--- src/rtl/lcd_frame_writer.sv ---
`timescale 1ns/1ps
`default_nettype none
// ============================================================================
// lcd_frame_writer : decodes LCD controller commands and turns RGB565 pixel
//                    words into frame-RAM writes inside a wrapping window.
// Rev 1.0
// ============================================================================
module lcd_frame_writer #(
   parameter int H_RES  = 320,
   parameter int V_RES  = 240,
   parameter int ADDR_W = 17
) (
   input  logic              CLK,
   input  logic              rst_n,
   input  logic              i_Mode,
   input  logic [15:0]       i_Data,
   input  logic              i_valid,
   output logic              o_ready,
   output logic              o_wr_valid,
   input  logic              i_wr_ready,
   output logic [ADDR_W-1:0] o_wr_addr,
   output logic [15:0]       o_wr_data,
   output logic              o_frame_done
);
   localparam int          CW     = (H_RES > 1) ? $clog2(H_RES) : 1;
   localparam int          RW     = (V_RES > 1) ? $clog2(V_RES) : 1;
   localparam logic [15:0] C_HMAX = 16'(H_RES - 1);
   localparam logic [15:0] C_VMAX = 16'(V_RES - 1);

   typedef enum logic [2:0] {IDLE, CA_SC, CA_EC, PA_SP, PA_EP, RAMWR, SKIP} state_t;

   state_t            state_q, state_d;
   logic [CW-1:0]     sc_q, sc_d, ec_q, ec_d, col_q, col_d;
   logic [RW-1:0]     sp_q, sp_d, ep_q, ep_d, row_q, row_d;
   logic [15:0]       psc_q, psc_d, psp_q, psp_d;
   logic              wr_valid_q, wr_valid_d, done_q, done_d;
   logic [ADDR_W-1:0] addr_q, addr_d;
   logic [15:0]       data_q, data_d;

   logic              accept;
   logic [15:0]       ec_clamp, sc_clamp, ep_clamp, sp_clamp;
   logic [ADDR_W-1:0] pix_addr;

   assign o_ready      = !wr_valid_q || i_wr_ready;
   assign accept       = i_valid && o_ready;
   assign o_wr_valid   = wr_valid_q;
   assign o_wr_addr    = addr_q;
   assign o_wr_data    = data_q;
   assign o_frame_done = done_q;

   // End is clamped to the panel first; start is then clamped to the new end.
   assign ec_clamp = (i_Data > C_HMAX) ? C_HMAX : i_Data;
   assign sc_clamp = (psc_q > ec_clamp) ? ec_clamp : psc_q;
   assign ep_clamp = (i_Data > C_VMAX) ? C_VMAX : i_Data;
   assign sp_clamp = (psp_q > ep_clamp) ? ep_clamp : psp_q;

   assign pix_addr = ADDR_W'(row_q) * ADDR_W'(H_RES) + ADDR_W'(col_q);

   always_ff @(posedge CLK or negedge rst_n) begin
      if (!rst_n) begin
         state_q    <= IDLE;
         sc_q       <= '0;
         ec_q       <= CW'(H_RES - 1);
         sp_q       <= '0;
         ep_q       <= RW'(V_RES - 1);
         col_q      <= '0;
         row_q      <= '0;
         psc_q      <= '0;
         psp_q      <= '0;
         wr_valid_q <= 1'b0;
         done_q     <= 1'b0;
         addr_q     <= '0;
         data_q     <= '0;
      end else begin
         state_q    <= state_d;
         sc_q       <= sc_d;
         ec_q       <= ec_d;
         sp_q       <= sp_d;
         ep_q       <= ep_d;
         col_q      <= col_d;
         row_q      <= row_d;
         psc_q      <= psc_d;
         psp_q      <= psp_d;
         wr_valid_q <= wr_valid_d;
         done_q     <= done_d;
         addr_q     <= addr_d;
         data_q     <= data_d;
      end
   end

   always_comb begin
      state_d    = state_q;
      sc_d       = sc_q;
      ec_d       = ec_q;
      sp_d       = sp_q;
      ep_d       = ep_q;
      col_d      = col_q;
      row_d      = row_q;
      psc_d      = psc_q;
      psp_d      = psp_q;
      wr_valid_d = wr_valid_q && !i_wr_ready;
      done_d     = 1'b0;
      addr_d     = addr_q;
      data_d     = data_q;

      if (accept && i_Mode) begin
         case (i_Data[15:8])
            8'h2A: state_d = CA_SC;
            8'h2B: state_d = PA_SP;
            8'h2C: begin
               state_d = RAMWR;
               col_d   = sc_q;
               row_d   = sp_q;
            end
            8'h01: begin
               state_d = IDLE;
               sc_d    = '0;
               ec_d    = CW'(H_RES - 1);
               sp_d    = '0;
               ep_d    = RW'(V_RES - 1);
            end
            8'h00:   state_d = IDLE;
            default: state_d = SKIP;
         endcase
      end else if (accept) begin
         case (state_q)
            CA_SC: begin
               psc_d   = i_Data;
               state_d = CA_EC;
            end
            CA_EC: begin
               ec_d    = CW'(ec_clamp);
               sc_d    = CW'(sc_clamp);
               state_d = IDLE;
            end
            PA_SP: begin
               psp_d   = i_Data;
               state_d = PA_EP;
            end
            PA_EP: begin
               ep_d    = RW'(ep_clamp);
               sp_d    = RW'(sp_clamp);
               state_d = IDLE;
            end
            RAMWR: begin
               wr_valid_d = 1'b1;
               addr_d     = pix_addr;
               data_d     = i_Data;
               if (col_q == ec_q) begin
                  col_d = sc_q;
                  if (row_q == ep_q) begin
                     row_d  = sp_q;
                     done_d = 1'b1;
                  end else begin
                     row_d = row_q + RW'(1);
                  end
               end else begin
                  col_d = col_q + CW'(1);
               end
            end
            default: ;
         endcase
      end
   end
endmodule
`default_nettype wire

--- config.mk ---
export PLATFORM = sky130hd
export DESIGN_NAME = lcd_frame_writer
export DESIGN_NICKNAME = d
export VERILOG_FILES = /design/src/rtl/lcd_frame_writer.sv
export SDC_FILE = /design/constraint.sdc
export NUM_CORES = 1
export LEC_CHECK = 0
export CAP_MARGIN = 20
export CORE_MARGIN = 4
export CORE_UTILIZATION = 53
export DETAILED_ROUTE_END_ITERATION = 8
export PLACE_DENSITY = 0.77
export SYNTH_ARGS = -nofsm -noshare
export SYNTH_HDL_FRONTEND = slang
export SYNTH_SLANG_ARGS = --single-unit
--- constraint.sdc ---
create_clock -name CLK -period 2.8 [get_ports CLK]
set_clock_uncertainty 0.05 [all_clocks]
set_input_delay 0.56 -clock CLK [delete_from_list [all_inputs] [get_ports CLK]]
set_output_delay 0.56 -clock CLK [all_outputs]
set_load 0.02 [all_outputs]
* Word level (Yosys, flattened, before mapping)
Cells that the tools add are included.
** Word-level totals
- Flip-flop bits (word level) :: 121
- Output and inout bits :: 36
** Cells by class
- Add/subtract/negate cells :: 3
- Multiply operators :: 1
- Order comparisons :: 4
- Equal/unequal tests :: 13
- Multiplexer cells :: 43
- Bitwise logic cells :: 1
- Reduce and logical (&&, ||, !) cells :: 23
** Operator list (count)
- 9-bit 2-to-1 mux :: 14
- 8-bit 2-to-1 mux :: 15
- 16-bit > comparator :: 2
- 16-bit 2-to-1 mux :: 2
- 8-bit by 6-bit == test with 1-bit output (second input constant) :: 3
- 3-bit AND reduction :: 6
- 17-bit by 9-bit adder with 17-bit output :: 1
- 16-bit by 8-bit > comparator with 1-bit output (second input constant) :: 1
- 16-bit by 9-bit > comparator with 1-bit output (second input constant) :: 1
- 3-bit one-hot mux with 4 select lines :: 1
- 8-bit by 3-bit multiplier with 11-bit output (second input constant) :: 1
- 2-bit nonzero test :: 5
- 9-bit by 1-bit adder with 9-bit output (second input constant) :: 1
- 9-bit == test :: 1
- 3-bit one-hot mux with 3 select lines :: 1
- 8-bit by 1-bit adder with 8-bit output (second input constant) :: 1
- 8-bit by 1-bit == test with 1-bit output (second input constant) :: 1
- 8-bit == test :: 1
- 8-bit logical NOT :: 1
- 1-bit 2-to-1 mux :: 8
- 3-bit by 2-bit == test with 1-bit output (second input constant) :: 2
- 3-bit == test (second input constant) :: 2
- 3-bit 2-to-1 mux :: 2
- 2-bit by 1-bit != test with 1-bit output (second input constant) :: 2
- other kinds (9) :: 13

* Longest topological paths before layout
Gate-level depths: netlist (run 1).
- Depth after elaboration :: 7
- Depth in mapped cells :: 15
- Depth with buffers taken out :: 13

* Worst setup path before layout (run 1)
Ideal clock, no wire load.
- Kind :: input -> register
- From :: in i_Data[15]
- To :: reg sp_q[3]
- Setup time :: 0.142 ns
- Arrival time :: 3.505 ns
- Slack :: -0.897 ns
- Stages on the path :: 14
- Path buffers :: 2
- Cells stage by stage :: nor4_4 nand2_1 or2_2 clkbuf_1 inv_1 nand3_1 ha_1 and4_1 a221o_1 a221o_1 nor3_1 or3_1 clkbuf_1 o221ai_1
** On the way
- Word-level cells in the longest chain between the ends :: 7
** Ends and longest elaborated chain
- start: declaration :: line 16 : input logic [15:0] i_Data,
- 16-bit by 8-bit > comparator with 1-bit output :: line 54 : assign ep_clamp = (i_Data > C_VMAX) ? C_VMAX : i_Data;
- 16-bit 2-to-1 mux :: line 54
- 16-bit > comparator :: line 55 : assign sp_clamp = (psp_q > ep_clamp) ? ep_clamp : psp_q;
- 8-bit 2-to-1 mux :: line 55
- 8-bit 2-to-1 mux :: line 126 : case (state_q)
- 8-bit 2-to-1 mux :: line 125 : end else if (accept) begin
- 8-bit 2-to-1 mux :: line 106 : if (accept && i_Mode) begin
- end signal: assignment :: line 78 : sp_q <= sp_d;
- end: declaration :: line 34 : logic [RW-1:0] sp_q, sp_d, ep_q, ep_d, row_q, row_d;
Several ways; a longest one is shown, not always the timed one. The select of a mux whose other input is x is not followed.
A chain may end at the register's enable or synchronous reset.

* Worst setup path in the final report (run 1)
- From :: in i_Data[14]
- To :: reg sp_q[0]
Same word-level chain as after synthesis.

==> results of run 1 <==
flip-flops by register name, indices dropped and copies added, names as in the netlist:
name and flops:
col_q 9, ec_q 9, ep_q 8, o_frame_done 1
o_wr_addr 17, o_wr_data 16, o_wr_valid 1, psc_q 16
psp_q 16, row_q 8, sc_q 9, sp_q 8
state_q 3
layout by cell type (no fill, tap or decap), drive strengths merged, types with 5 or more instances in the layout:
cell             n
buf            107
a21oi           39
inv             33
nand2b           5
nand4           11
nor4             6
nor2            35
or3              9
a32o             6
clkdlybuf4s50   44
dfrtp          107
o22ai            6
o21ai           59
nand3           31
xnor2           10
mux2            40
ha              45
nor3            13
clkbuf          29
and2             5
a21o             6
xor2            21
o22a            10
conb            15
dfstp           14
nand2           80
o221ai           7
routing by layer:
layer / global-route usage / up-vias / part of all wire
met5: 0 / - / 0
met4: 0.147 / 0 / 0.044
met3: 0.0550 / 76 / 0.053
met2: 0.500 / 299 / 0.52
met1: 0.330 / 3003 / 0.39
li1: - / 2796 / -
final cells by class:
type,count,share of cell area
Timing Repair Buffer,158,0.149
Inverter,33,0.0137
Clock buffer,29,0.0587
Sequential cell,121,0.331
Clock inverter,2,0.00109
Tap cell,168,0.0228
Multi-Input combinational cell,518,0.424
cell families (layout without fill, tap and decap cells):
group / after synthesis / after routing / share of synthesized area
buf+inv: 60 / 222 / 0.0335
mux: 44 / 44 / 0.0726
compound gates: 169 / 169 / 0.161
simple gates: 211 / 211 / 0.151
flops: 121 / 121 / 0.451
xor+xnor: 31 / 31 / 0.0402
fa+ha+maj: 48 / 48 / 0.0909
other cells: 1 / 15 / 0.000555
stage by stage:
| stage | power [W] | cell area, um^2 | worst slack, ns | hold WS (ns) |
|---|---|---|---|---|
| finish | 0.00443 | 9200 | -0.277 | 0.124 |
| global route | 0.00459 | 9200 | -0.385 | 0.165 |
| CTS | 0.00442 | 9040 | -0.200 | 0.140 |
| detailed placement | 0.00239 | 8240 | -1.15 | 0.419 |
| global placement | 0.00236 | 8240 | -0.946 | 0.411 |
| floorplan | 0.00215 | 6860 | -0.665 | 0.214 |
path summary, 6_finish.rpt:
path	startpoint	end	cells after the start	slack (ns)
worst max-delay path	i_Data[14]	sp_q[0]$_DFFE_PN0P_	14	-0.28
worst min-delay path	rst_n	col_q[1]$_DFFE_PN0P_	1	0.12
worst max register to register	row_q[2]$_DFFE_PN0P_	o_wr_addr[16]$_DFFE_PN0P_	9	0.15
worst min register to register	o_wr_addr[10]$_DFFE_PN0P_	o_wr_addr[10]$_DFFE_PN0P_	2	0.42
max in group asynchronous	rst_n	ec_q[8]$_DFFE_PN1P_	2	1.81
min in group CLK	o_wr_addr[10]$_DFFE_PN0P_	o_wr_addr[10]$_DFFE_PN0P_	2	0.42
timing repair:
| item | 4_1_cts | 5_1_grt |
|---|---|---|
| endpoints found under the setup margin | 17 | 20 |
| pin swaps | 22 | 20 |
| hold endpoints to repair | 0 | 0 |
| gates resized for setup | 78 | 26 |
| buffers inserted | 8 | 5 |
where the power goes:
group | total (W) | switching (W) | internal [W]
combinational | 0.000485 | 0.000267 | 0.000218
sequential | 0.00193 | 0.0000729 | 0.00186
clock | 0.00201 | 0.000728 | 0.00129
total | 0.00443 | 0.00107 | 0.00336
==> results.py, run 1 <==
metrics = {
    "critical_path": {
        "cp_data_arrival_time_ns": 3.32,
        "critPathLaunchType": "input pin",
        "cp_slowest_cell": "or3_4",
        "cp_num_buf_inv": 2,
        "end_kind": "flop",
        "max_stage_delay_ns": 0.41,
        "path_delay_family": "simple AND/OR/NAND/NOR gates",
        "path_class": "in -> reg",
        "critPathMaxFanout": 7,
        "crit_chain": "buf_8, nor4_4, nand2_2, or2_4, or3_4, ha_4, nand2b_1, a22oi_2, o32ai_2, o2111a_1, nor3_4, buf_6, o21ai_4, o221ai_2",
        "worstPathRequired_ns": 3.04,
    },
    "timing": {
        "fmax_ghz": 0.325,
        "period_share": 1.10,
        "maxSlewHeadroom": 0.364,
        "setup_ws_ns": -0.277,
        "grt_setup_unrepaired": "yes",
        "setup_viol": 14,
        "hold_viol_final": 0,
        "worst_slew_pin_slew_ns": 0.954,
        "tns_ns": -2.51,
        "slew_violations": 0,
        "final.min_clock_period_ns": 3.08,
    },
    "synthesis": {
        "yosys-top-cells-area": "dfrtp_1 (40%), ha_1 (8.3%), mux2_2 (6.7%), dfstp_2 (5.4%), nand2_1 (4.4%)",
        "ys_ff_latch": 121,
        "ys.flop_type": "dfrtp_1",
        "synth_edf_count": 0,
        "synth_area_um2": 6760,
        "async_flop_share": 1.00,
        "synth_top_area_share": 0.396,
        "post-synth-top-count-cell": "dfrtp_1",
        "netlist_top_cells_count": "dfrtp_1 (107), nand2_1 (80), o21ai_0 (58)",
        "netlist_instances": 685,
        "synth_area_per_cell_um2": 9.87,
        "ys_seq_area_frac": 0.451,
        "yosysWarnings": 0,
        "yosysTopAreaCell": "dfrtp_1",
        "yosysUniqueCellTypes": 58,
    },
    "detailed_routing": {
        "first_iter_violations": 555,
        "postRouteAntennaNets": 0,
        "via_count": 6174,
        "avgRoutedWirePerCell_um": 19.3,
        "routed_wirelength_um": 19900,
        "drc": 0,
        "drtPass1Iterations": 6,
        "routed_via_density": 6.00,
    },
    "layout": {
        "final_util": 0.751,
        "fin_cells": 1029,
        "nFillCells": 822,
        "seq_area_um2": 3050,
        "antenna_cells": 0,
        "multi_input_area_um2": 3900,
        "final_nets": 917,
        "syn_to_final_growth_pct": 36.2,
        "drive_gt1_frac": 0.295,
    },
    "floorplan": {
        "start_util": 0.551,
        "num_io_pins": 57,
        "dieArea_um2": 14600,
        "dieHeight_um": 121,
        "row_count": 40,
        "core_area_um2": 12300,
        "die_w_um": 121,
    },
    "clock_network": {
        "htreeDepth": 4,
        "clock_latency_ns": 0.42,
        "clock_path_buffers": 2,
        "cts.sinks": 121,
        "clock-root-buffer": "clkbuf_16",
        "clkSlewWorstSetupHoldPaths_ns": 0.05,
        "cts_buffers": 17,
        "tritoncts": "done",
        "ctsHoldBuffers": 0,
    },
    "place": {
        "dp_hpwl_um": 13800,
        "gp_congestion": 0.972,
        "port_buffers": 56,
        "placed_cells": 988,
    },
    "run": {
        "cap_violations": 0,
    },
    "global_route": {
        "antenna_found_initial": 0,
        "grt_max_degree": 54,
        "grt_pass1_wl_um": 32500,
        "overflow": 0,
        "grt_pass1_vias": 6592,
        "grt_usage": 0.285,
    },
    "outcome": {
        "outcome": "finished with violations",
        "failed_checks": "setup timing",
    },
    "power_and_ir_drop": {
        "total_leakage_power_nw": 4.28,
        "ir_worst_vdd_uv": 485,
        "power_density_nw_per_um2": 481,
    },
    "hold_path": {
        "hp-class": "in -> async",
    },
}
Note: power is estimated with default switching activity, not from simulation.
==> run 2: changes to the inputs <==
--- a/config.mk
+++ b/config.mk
@@ -7,8 +7,10 @@
 export LEC_CHECK = 0
 export CAP_MARGIN = 20
+export CELL_PAD_IN_SITES_DETAIL_PLACEMENT = 0
+export CELL_PAD_IN_SITES_GLOBAL_PLACEMENT = 1
 export CORE_MARGIN = 4
-export CORE_UTILIZATION = 53
+export CORE_UTILIZATION = 41
 export DETAILED_ROUTE_END_ITERATION = 8
-export PLACE_DENSITY = 0.77
+export PLACE_DENSITY = 0.76
 export SYNTH_ARGS = -nofsm -noshare
 export SYNTH_HDL_FRONTEND = slang
--- a/constraint.sdc
+++ b/constraint.sdc
@@ -3,3 +3,3 @@
 set_input_delay 0.56 -clock CLK [delete_from_list [all_inputs] [get_ports CLK]]
 set_output_delay 0.56 -clock CLK [all_outputs]
-set_load 0.02 [all_outputs]
+set_load 0.01 [all_outputs]
==> run 2 against run 1 <==
Net effect:
- the run still ends with setup timing left
- critical endpoint is now sp_q[1]$_DFFE_PN0P_
- worst hold slack improved by 0.0016 ns
- die area increased by 27%
- clock power increased by 6%
- design area increased by 1.3%
- sequential power about the same
- cell count increased by 5.0%
- global-route usage decreased by 7.6 points
- combinational power decreased by 3%
- core utilization decreased by 17 points
==> results.py, run 2 (synthesis gave the netlist of run 1 again) <==
metrics = {
    "timing": {
        "final.min_clock_period_ns": 3.08,
        "grt_setup_unrepaired": "yes",
        "tns_ns": -2.00,
        "holdWs_ns": 0.125,
        "maxSlewHeadroom": 0.381,
        "fmax_ghz": 0.325,
        "slew_violations": 0,
        "setup_viol": 9,
        "hold_viol_final": 0,
        "period_share": 1.10,
        "setup_ws_ns": -0.277,
        "worst_slew_pin_slew_ns": 0.929,
    },
    "detailed_routing": {
        "drc": 0,
        "first_iter_violations": 259,
        "via_count": 5868,
        "drtPass1Iterations": 5,
        "avgRoutedWirePerCell_um": 17.3,
        "routed_via_density": 5.43,
        "routed_wirelength_um": 18600,
        "postRouteAntennaNets": 0,
    },
    "critical_path": {
        "crit_path_frequent_cell": "a221o_1",
        "crit_chain": "buf_6, nor4_4, nand2_2, or2_4, nor2_4, ha_4, and4_4, a221o_1, a221o_1, nor3_4, buf_4, mux2i_1, o21ai_1",
        "end_kind": "flop",
        "path_class": "in -> reg",
        "rrSetupSlack_ns": 0.14,
        "max_stage_delay_ns": 0.37,
        "cp_slowest_cell": "a221o_1",
        "critPathMaxFanout": 6,
        "worstPathRequired_ns": 3.06,
        "critPathLaunchType": "input pin",
        "cp_data_arrival_time_ns": 3.34,
    },
    "layout": {
        "final_util": 0.583,
        "syn_to_final_growth_pct": 37.9,
        "largest_reg_flops": 17,
        "nFillCells": 1364,
        "multi_input_area_um2": 3910,
        "fin_cells": 1080,
        "layout_commonest_cell": "dfrtp_1",
        "final_cell_mix": "dfrtp_1 (107), buf_4 (96), nand2_1 (76), o21ai_0 (52), clkdlybuf4s50_1 (44)",
        "antenna_cells": 0,
        "seq_area_um2": 3050,
        "drive_gt1_frac": 0.296,
        "final_nets": 919,
    },
    "floorplan": {
        "row_count": 46,
        "start_util": 0.422,
        "core_area_um2": 16000,
        "die_w_um": 136,
        "dieHeight_um": 136,
        "dieArea_um2": 18600,
        "num_io_pins": 57,
    },
    "global_route": {
        "grtUsageMet2": 0.352,
        "grt_max_degree": 53,
        "gr-usage-met1": 0.262,
        "grt_use_met3": 0.0455,
        "antenna_found_initial": 0,
        "grt_pass1_vias": 5982,
        "grt_usage": 0.209,
        "busiest_layer": "met2",
        "grt_pass1_wl_um": 30300,
        "overflow": 0,
    },
    "clock_network": {
        "clkSlewWorstSetupHoldPaths_ns": 0.06,
        "clock-root-buffer": "clkbuf_16",
        "cts_buffers": 17,
        "clock_latency_ns": 0.42,
        "clock_path_buffers": 2,
        "ctsHoldBuffers": 0,
        "cts.sinks": 121,
        "htreeDepth": 4,
        "tritoncts": "done",
    },
    "place": {
        "gp_congestion": 0.902,
        "dp_hpwl_um": 13800,
        "placed_cells": 1036,
        "port_buffers": 56,
    },
    "outcome": {
        "outcome": "finished with violations",
        "failed_checks": "setup timing",
    },
    "hold_path": {
        "hp-class": "in -> async",
    },
    "power_and_ir_drop": {
        "ir_worst_vdd_uv": 441,
        "total_leakage_power_nw": 4.28,
        "power_density_nw_per_um2": 485,
        "finalPower_w": 0.00453,
    },
    "run": {
        "cap_violations": 0,
    },
}
-- run 2: changes by cell type in the layout (fill, tap and decap cells not counted), moves of 3 or more --
| cell | change |
|---|---|
| clkbuf_1 | -5 |
| nor2_4 | +4 |
| clkbuf_8 | -6 |
| clkinv_4 | +5 |
| inv_6 | +4 |
| nor2_2 | -3 |
-- run 2: per-layer routing --
metal / vias up / part of all wire
li1: 2824 / -
met3: 36 / 0.048
met5: - / 0
met2: 168 / 0.49
met1: 2840 / 0.43
met4: 0 / 0.026
-- run 2: repair_timing --
action,in CTS,in global routing
endpoints found under the setup margin,18,20
endpoints found under the hold margin,0,0
setup buffers,10,4
pin swaps,33,27
resized for setup,83,22
-- run 2: metrics by stage --
step	worst slack (ns)	instance area, um^2
floorplan	-0.665	6860
global placement	-1.00	8320
detailed placement	-1.14	8320
CTS	-0.227	9190
global route	-0.378	9320
finish	-0.277	9320
-- run 2: final timing paths --
kind                                                start                   endpoint  depth (start not counted)
worst max register to register       row_q[2]$_DFFE_PN0P_  o_wr_addr[16]$_DFFE_PN0P_                          9
worst min register to register  o_wr_addr[11]$_DFFE_PN0P_  o_wr_addr[11]$_DFFE_PN0P_                          2
worst min-delay path                                rst_n   o_wr_addr[1]$_DFFE_PN0P_                          1
min in group CLK                o_wr_addr[11]$_DFFE_PN0P_  o_wr_addr[11]$_DFFE_PN0P_                          2
worst max-delay path                           i_Data[14]        sp_q[1]$_DFFE_PN0P_                         13
max in group asynchronous                           rst_n     state_q[2]$_DFFE_PN0P_                          2
-- run 2: worst max-delay path, delay by kind of cell --
family	cells	cell delay, ns
and+or+nand+nor	6	1.36
muxes	1	0.18
buffers and inverters	2	0.26
adders and majority gates	1	0.22
AOI/OAI and AO/OA	3	0.76
-- run 2: cell type report --
type / count / area share
tap: 216 / 0.0290
timing repair buffer: 160 / 0.150
clock buffer: 18 / 0.0471
sequential: 121 / 0.327
clock inverter: 14 / 0.0150
inverter: 33 / 0.0136
multi-input combinational: 518 / 0.419
-- run 2: power by group --
part           switching [W]  leakage [nW]  total [W]  internal [W]
clock               0.000867         0.280    0.00213       0.00126
sequential         0.0000744          1.57    0.00193       0.00185
combinational       0.000253          2.43   0.000469      0.000216
total                0.00119          4.28    0.00453       0.00333
